File: src/rtl/input_conditioner.sv
// Board input front end: synchronises switches and buttons, debounces each button
// and turns every debounced press into one registered, strictly one-hot load pulse.
module input_conditioner #(
  parameter int N_SW            = 6,
  parameter int N_B             = 3,
  parameter int DEBOUNCE_CYCLES = 1000000
) (
  input  logic            clock,
  input  logic            reset,
  input  logic [N_B-1:0]  i_buttons,
  input  logic [N_SW-1:0] i_SWs,
  output logic [N_B-1:0]  o_buttons,
  output logic [N_SW-1:0] o_SWs
);

  localparam int CNT_W = $clog2(DEBOUNCE_CYCLES + 1);
  localparam logic [CNT_W-1:0] CNT_MAX = CNT_W'(DEBOUNCE_CYCLES - 1);

  logic [N_B-1:0]  btn_meta_q, btn_sync_q;
  logic [N_SW-1:0] sw_meta_q, sw_sync_q;
  logic [N_B-1:0]  press;
  logic [N_B-1:0]  pending_q, pending_d;
  logic [N_B-1:0]  issue_oh;
  logic [N_B-1:0]  pulse_q;

  always_ff @(posedge clock or negedge reset) begin
    if (!reset) begin
      btn_meta_q <= '0;
      btn_sync_q <= '0;
      sw_meta_q  <= '0;
      sw_sync_q  <= '0;
    end else begin
      btn_meta_q <= i_buttons;
      btn_sync_q <= btn_meta_q;
      sw_meta_q  <= i_SWs;
      sw_sync_q  <= sw_meta_q;
    end
  end

  genvar gi;
  generate
    for (gi = 0; gi < N_B; gi++) begin : g_debounce
      logic             stable_q, stable_d;
      logic [CNT_W-1:0] cnt_q, cnt_d;

      // A disagreement shorter than DEBOUNCE_CYCLES loses its whole count.
      always_comb begin
        stable_d = stable_q;
        cnt_d    = '0;
        if (btn_sync_q[gi] != stable_q) begin
          if (cnt_q == CNT_MAX) begin
            stable_d = btn_sync_q[gi];
          end else begin
            cnt_d = cnt_q + CNT_W'(1);
          end
        end
      end

      always_ff @(posedge clock or negedge reset) begin
        if (!reset) begin
          stable_q <= 1'b0;
          cnt_q    <= '0;
        end else begin
          stable_q <= stable_d;
          cnt_q    <= cnt_d;
        end
      end

      assign press[gi] = stable_d & ~stable_q;
    end
  endgenerate

  always_comb begin
    issue_oh = '0;
    for (int i = N_B - 1; i >= 0; i--) begin
      if (pending_q[i] && (issue_oh == '0)) begin
        issue_oh[i] = 1'b1;
      end
    end
  end

  // OR-ing the press after the clear lets a new press win over its own issue.
  assign pending_d = (pending_q & ~issue_oh) | press;

  always_ff @(posedge clock or negedge reset) begin
    if (!reset) begin
      pending_q <= '0;
      pulse_q   <= '0;
    end else begin
      pending_q <= pending_d;
      pulse_q   <= issue_oh;
    end
  end

  assign o_buttons = pulse_q;
  assign o_SWs     = sw_sync_q;

endmodule

File: config.mk
export PLATFORM = sky130hd
export DESIGN_NAME = input_conditioner
export DESIGN_NICKNAME = d
export VERILOG_FILES = /design/src/rtl/input_conditioner.sv
export SDC_FILE = /design/constraint.sdc
export NUM_CORES = 1
export LEC_CHECK = 0
export BUFFER_PORTS_ARGS = -buffer_cell sky130_fd_sc_hd__buf_2
export CAP_MARGIN = 20
export CELL_PAD_IN_SITES_DETAIL_PLACEMENT = 2
export CELL_PAD_IN_SITES_GLOBAL_PLACEMENT = 2
export CORE_MARGIN = 5
export CORE_UTILIZATION = 40
export DETAILED_ROUTE_END_ITERATION = 10
export MAX_ROUTING_LAYER = met4
export PLACE_DENSITY_LB_ADDON = 0.08
export SKIP_LAST_GASP = 1
export SLEW_MARGIN = 0
export SYNTH_ARGS = -nofsm -noshare
export SYNTH_HDL_FRONTEND = slang
export SYNTH_SLANG_ARGS = --single-unit
File: constraint.sdc
create_clock -name clock -period 2.85 [get_ports clock]
set_clock_uncertainty 0.15 [all_clocks]
set_input_delay 0.1425 -clock clock [delete_from_list [all_inputs] [get_ports clock]]
set_output_delay 0.1425 -clock clock [all_outputs]
set_load 0.005 [all_outputs]
-- After elaboration in Yosys (flattened, before gate mapping)
Cells that the tools add are included.
- ROM bits: 0
- memories kept: 0
- input bits: 11
- bits in writable memories: 0
- bits in latches: 0
- register bits after elaboration: 87
- reduce and logical (&&, ||, !) cells: 3
- bitwise operators: 10
- multiplexer cells: 15
- $add $sub $neg: 3
- multipliers: 0
- divide/modulo/power cells: 0
- $lt $le $gt $ge: 0
- equal/unequal tests: 6
- shift operators: 0
- operator list (operator ; number):
    $mux W20 ; 6
    $add A20 B1 Y20 const B ; 3
    $eq A20 B20 Y1 const B ; 3
    $mux W1 ; 9
    $not A1 Y1 ; 4
    $and A1 B1 Y1 ; 3
    $and A3 B3 Y3 ; 1
    $ne A1 B1 Y1 ; 3
    $not A3 Y3 ; 1
    $or A3 B3 Y3 ; 1
    $logic_and A1 B1 Y1 ; 2
    $logic_not A2 Y1 ; 1

-- Longest topological paths before layout
Gate-level depths: netlist of run 1.
- word-level depth: 10
- depth in mapped cells: 6

-- Least setup slack after synthesis of run 1
OpenSTA, ideal clock, no wires.
- kind: register -> register
- start point: register g_debounce[1].cnt_q[13]
- end point: register g_debounce[1].stable_q
- library setup time: 125 ps
- setup slack: 644 ps
- cell stages (with the launch flop): 5
- required time: 2575 ps
- buffers on the path: 0
- arrival: 1931 ps
- cell sequence: dfrtp_1 > or4b_1 > or4_4 > nor2_1 > mux2_2
- word-level cells in the longest chain between the ends: 3
- ends and longest elaborated chain (item ; line ; source):
    start: declaration ; 44 ; logic [CNT_W-1:0] cnt_q, cnt_d;
    start signal: assignment ; 65 ; cnt_q <= cnt_d;
    $eq A20 B20 Y1 ; 51 ; if (cnt_q == CNT_MAX) begin
    $mux W1 ; 51 ;
    $mux W1 ; 50 ; if (btn_sync_q[gi] != stable_q) begin
    named net g_debounce[1].stable_d ; 43 ; logic stable_q, stable_d;
    end signal: assignment ; 64 ; stable_q <= stable_d;
    end: declaration ; 43 ;
The timed path passes the listed nets, and every way through them passes these cells.

-- Worst setup path after layout of run 1
- start point: register g_debounce[1].cnt_q[13]
- end point: register g_debounce[1].cnt_q[13]
- word-level cells in the longest chain between the ends: 3
- elaborated cells between the ends (all ways): 4
- classes of those cells: 1 x add/sub; 1 x eq/ne; 2 x mux
- ends and longest elaborated chain (item ; line):
    $add A20 B1 Y20 / $eq A20 B20 Y1 (equally long branches) ; 54, 51
    $mux W20 (*) ; 51
    $mux W20 (*) ; 50
    named net g_debounce[1].cnt_d[13] ; 44
Mark *: on every way through the listed nets, which the timed path passes. The rest lies on a longest branch.

==> results of run 1 <==
-- final cells by class --
type	instances	area, µm²
clock buffers	9	124
clock inverters	7	85.1
fillers	966	4880
inverters	13	48.8
multi-input cells	245	1520
flip-flops and latches	87	2180
well taps	129	161
repair buffers	34	248
-- cell usage in the layout (no fill, tap or decap), types with 5 or more instances in the layout --
| cell | n |
|---|---|
| dlygate4sd3_1 | 10 |
| o21ai_0 | 11 |
| nor2_1 | 45 |
| nor3_1 | 11 |
| inv_1 | 13 |
| or4_1 | 10 |
| nand2_1 | 17 |
| or3_1 | 13 |
| o31ai_1 | 6 |
| nand3_1 | 24 |
| buf_4 | 5 |
| xor2_1 | 14 |
| nor4_1 | 11 |
| dfrtp_1 | 87 |
| clkbuf_8 | 9 |
| buf_2 | 18 |
| xnor2_1 | 27 |
| nand4_1 | 12 |
| a21oi_1 | 16 |
-- final timing paths --
path / startpoint / end / slack (ps) / cells after the start
setup / recovery: g_debounce[1].cnt_q[13] / g_debounce[1].cnt_q[13] / 460 / 4
hold / removal: sw_meta_q[2] / o_SWs[2] / 210 / 0
setup reg to reg: g_debounce[1].cnt_q[13] / g_debounce[1].cnt_q[13] / 460 / 4
hold reg to reg: sw_meta_q[2] / o_SWs[2] / 210 / 0
max in group asynchronous: reset / g_debounce[2].cnt_q[13] / 1680 / 3
min in group asynchronous: reset / btn_sync_q[0] / 240 / 2
-- kinds of logic (layout without fill, tap and decap cells) --
family | Yosys count | after routing
adders and majority gates | 3 | 3
DFF | 87 | 87
AOI/OAI and AO/OA | 38 | 38
xor gates and xnor gates | 41 | 41
buffers and inverters | 21 | 63
muxes | 3 | 3
and+or+nand+nor | 160 | 160
-- layer usage --
layer	track usage, %	vias up	share of wire, %
met4	3.29	0	0.90
met2	29.6	27	51
li1	-	1314	-
met5	-	-	0
met3	5.00	6	3.4
met1	20.9	1414	45
-- flip-flops by register name, indices dropped and copies added (netlist names) --
register,count
o_buttons,3
pending_q,3
btn_sync_q,3
g_debounce.cnt_q,60
o_SWs,6
g_debounce.stable_q,3
btn_meta_q,3
sw_meta_q,6
-- cell usage after synthesis, types with 4 or more instances --
| master | count |
|---|---|
| dfrtp_1 | 87 |
| nor2_1 | 45 |
| xnor2_1 | 27 |
| nand3_1 | 24 |
| nand2_1 | 17 |
| a21oi_1 | 16 |
| xor2_1 | 14 |
| inv_1 | 13 |
| or3_1 | 13 |
| nand4_1 | 12 |
| nor3_1 | 11 |
| nor4_1 | 11 |
| o21ai_0 | 11 |
| or4_1 | 10 |
| o31ai_1 | 7 |
| and3_1 | 4 |
| buf_2 | 4 |
-- where the power goes --
group | total (mW) | switching [mW] | internal [mW]
clock network | 0.910 | 0.484 | 0.425
logic | 0.0931 | 0.0570 | 0.0361
registers | 1.27 | 0.0186 | 1.26
total | 2.28 | 0.560 | 1.72
-- stage by stage --
step | instances | cell area, µm² | setup WS (ps)
2_1_floorplan | 353 | 3780 | 644
3_3_place_gp | 498 | 4050 | 494
3_5_place_dp | 498 | 4050 | 431
4_1_cts | 524 | 4360 | 416
5_1_grt | 524 | 4360 | 337
6_report | 524 | 4360 | 455
==> run_results.csv, run 1 <==
group,metric,value,unit
outcome,outcome,"finished, final reports clean",
timing,worstMarginPinSlew,741,ps
place,gp_congestion,0.749,
power,power,2.28,mW
critical_path,crit_slowest_cell,"or4_4",
global_route,track_usage,17.4,%
floorplan,io_pins,20,
routing,drt-total-wl,8590,µm
power,power.leakage,1.78,nW
routing,vias,2761,
finish,area_growth,15.3,%
synth,synthesis.area,0.00378,mm²
place,hpwl,5960,µm
critical_path,crit_fanout,19,
timing,relSlewSlack,50.6,%
worst_hold_path,min_path_type,"register to register",
cts,cts_setup_buffers,0,
finish,diodes,0,
finish,final_util,47.2,%
critical_path,critPathMaxStageDelay,560,ps
routing,drc,0,
critical_path,endpoint_kind,"register",
critical_path,worst-path-buf-inv,0,
synth,ys.warnings.count,0,
cts,cts_buffer_depth,2,
critical_path,arrival,2470,ps
cts,cts_max_level,3,
floorplan,dieArea,0.0115,mm²
global_route,antenna_found_initial,0,
synth,synth_compound_area_share,6.22,%
cts,cts_root_buf,"clkbuf_8",
critical_path,crit_chain,"or4b_1 > or4_4 > o21ai_4 > nor2_1",
floorplan,fp.dieH,107,µm
cts,cts_hold_buf,10,
floorplan,die_w,107,µm
cts,clkTransAtPathRegs,100,ps
finish,fin_nets,404,
critical_path,critPathRequiredTime,2920,ps
global_route,grt_pass1_wl,15400,µm
synth,synth_top_family_by_area,"simple AND/OR/NAND/NOR gates",
synth,synthAdderAreaFrac,0.993,%
critical_path,path_delay_family,"simple AND/OR/NAND/NOR gates",
synth,synthMuxAreaShare,0.893,%
timing,whs,207,ps
cts,cts_made_buffers,9,
global_route,gr-total-overflow,0,
timing,setup_violations,0,
timing,fin_crit,2390,ps
critical_path,criticalPathCategory,"register to register",
timing,rsz0062_at_grt,"no",
finish,drive_gt1_share,12.9,%
floorplan,core_area,0.00924,mm²
synth,synthFlopType,"dfrtp_1",
global_route,grt_pass1_vias,3092,
power,ir_worst_vdd,368,µV
routing,via_per_inst,5.27,
timing,setup_tns,0,ps
timing,timing.fmax,418,MHz
synth,synth_area_leaders,"dfrtp_1 58%, xnor2_1 6.3%, nor2_1 4.5%",
floorplan,rows,35,
synth,yosysSeqAreaShare,57.6,%
cts,cts_tree,"yes",
synth,synthesis.instances,353,
global_route,grt_max_degree,59,
synth,yosys.area.top_type,"dfrtp_1",
timing,finalHoldViolCount,0,
critical_path,start_kind,"register",
synth,synth-edff-count,0,
cts,post_cts_resized,0,
synth,ys_seq_elements,87,
routing,dr.pass1.iters,4,
routing,ant_nets,0,
cts,clkLatencyLatePin,360,ps
timing,fin_crit_sh,84.0,%
synth,syn_area_per_cell,10.7,µm²
synth,synth.top_cell.area_share,57.6,%
routing,drt_iter0_drc,52,
power,power_density,522,mW/mm²
synth,yosys.area_share.simple,22.4,%
synth,synth_cell_types,39,
routing,wl_per_cell,16.4,µm
run,cap_viol_max_count,0,
synth,synth_xor_area_share,9.50,%
place,numPortBuffers,19,
floorplan,start_util,40.9,%
synth,synth_nets,367,
synth,async_flop_share,100,%
cts,cts.sinks,87,
timing,slew_violations,0,
Note: power is estimated with default switching activity, not from simulation.
==> run 2: changes to the inputs <==
- clock period: 2.85 -> 2.4 ns (I/O delays scaled with it)
==> run_results.csv, run 2 (synthesis gave the netlist of run 1 again) <==
group,metric,value,unit
outcome,outcome,"finished, final reports clean",
critical_path,criticalPathCategory,"register to register",
floorplan,core_area,0.00924,mm²
timing,slew_violations,0,
critical_path,crit_fanout,5,
finish,fin_nets,411,
routing,highest_layer,"met4",
timing,setup_violations,0,
finish,diodes,0,
finish,drive_gt1_share,14.7,%
critical_path,arrival,2400,ps
routing,dr.pass1.iters,4,
run,cap_viol_max_count,0,
floorplan,fp.dieH,107,µm
floorplan,die_w,107,µm
worst_hold_path,min_path_type,"input port to async pin",
cts,cts.sinks,87,
cts,clkLatencyLatePin,360,ps
timing,worstMarginPinSlew,604,ps
critical_path,r2r-end,"g_debounce[1].stable_q",
floorplan,dieArea,0.0115,mm²
finish,top_register,"g_debounce.cnt_q",
floorplan,io_pins,20,
timing,setup_tns,0,ps
timing,finalHoldViolCount,0,
timing,fin_crit_sh,95.5,%
critical_path,worstReg2RegStart,"g_debounce[1].cnt_q[8]",
finish,largest_reg_flops,60,
finish,area_growth,17.4,%
routing,wl_met1,4020,µm
global_route,antenna_found_initial,0,
floorplan,rows,35,
routing,ant_nets,0,
global_route,track_usage,17.6,%
routing,vias,2798,
floorplan,start_util,40.9,%
finish,layout_common_cells,"87 x dfrtp_1, 45 x nor2_1, 27 x xnor2_1",
cts,cts_tree,"yes",
critical_path,endpoint_kind,"register",
cts,clkTransAtPathRegs,90,ps
cts,cts_max_level,3,
critical_path,reg2reg_setup_slack,110,ps
power,power.leakage,1.82,nW
global_route,grt_pass1_wl,15600,µm
place,hpwl,5990,µm
timing,timing.fmax,436,MHz
global_route,grt_pass1_vias,3184,
power,power,2.68,mW
cts,cts_root_buf,"clkbuf_8",
routing,drc,0,
critical_path,worst_r2r_path_depth,4,
cts,cts_setup_buffers,0,
finish,final_common_cell,"dfrtp_1",
routing,drt_iter0_drc,53,
power,power_density,605,mW/mm²
timing,rsz0062_at_grt,"no",
timing,whs,166,ps
cts,cts_made_buffers,9,
power,ir_worst_vdd,437,µV
global_route,grt_max_degree,46,
finish,seq_area,0.00218,mm²
routing,wl_per_cell,16.6,µm
global_route,gr-total-overflow,0,
place,numPortBuffers,19,
routing,via_per_inst,5.27,
finish,nFillCells,961,
routing,met2_length,4430,µm
timing,fin_crit,2290,ps
finish,multi_input_area,0.00152,mm²
timing,relSlewSlack,59.8,%
routing,drt-total-wl,8790,µm
critical_path,critPathRequiredTime,2510,ps
routing,wl_met3,227,µm
place,gp_congestion,0.763,
critical_path,start_kind,"register",
cts,cts_buffer_depth,2,
==> run 2: cell types whose count changed in the layout (fill, tap and decap cells not counted) <==
cell / before / now
or4_1: 10 / 9
inv_6: 4 / 1
clkinv_4: 1 / 3
clkinv_2: 0 / 1
buf_4: 5 / 10
buf_12: 1 / 3
or4_4: 1 / 2
==> run 2: how the worst max path moves through the flow <==
stage / start / end / slack [ps] / depth (start not counted)
6_report: g_debounce[1].cnt_q[8] / g_debounce[1].stable_q / 110 / 4
5_1_grt: g_debounce[1].cnt_q[8] / g_debounce[1].stable_q / 50 / 4
4_1_cts: g_debounce[0].cnt_q[0] / g_debounce[0].cnt_q[18] / 80 / 5
3_5_place_dp: g_debounce[1].cnt_q[8] / g_debounce[1].stable_q / 110 / 4
3_3_place_gp: g_debounce[1].cnt_q[8] / g_debounce[1].stable_q / 160 / 4
2_1_floorplan: g_debounce[1].cnt_q[13] / g_debounce[1].stable_q / 190 / 4
==> run 2: timing repair <==
action	CTS	global route
hold buffers	10	0
resized for setup	0	1
endpoints found under the setup margin	0	1
endpoints found under the hold margin	52	0
==> run 2: layout make-up <==
cell class	instances	share of cell area, %
clock buffers	9	2.79
clock inverters	7	1.83
inverters	13	1.10
multi-input cells	245	34.3
flip-flops and latches	87	49.1
well taps	129	3.64
repair buffers	41	7.33
==> run 2: critical path: stages, from the launching register on <==
cell	delay (ps)
dfrtp_1	430
or4b_1	520
or4_4	570
nor2_1	160
mux2_2	350
==> run 2: through the flow <==
step	setup slack, ps	instances	utilization, %	instance area [µm²]
after floorplan	194	353	-	3780
after global placement	160	505	44.7	4130
after detailed placement	107	505	44.7	4130
after CTS	84.6	531	48.0	4430
after global routing	54.5	531	48.0	4440
final	108	531	48.0	4440
==> run 2: power by group <==
part | switching (mW) | leakage (nW) | internal [mW]
combinational | 0.0689 | 0.547 | 0.0492
clock | 0.556 | 0.106 | 0.495
sequential | 0.0219 | 1.17 | 1.49
==> run 2: metal layers <==
metal | vias to the layer above | track usage, %
li1 | 1332 | -
met4 | 0 | 4.66
met3 | 11 | 4.39
met2 | 27 | 29.3
met1 | 1428 | 21.5
met5 | - | -
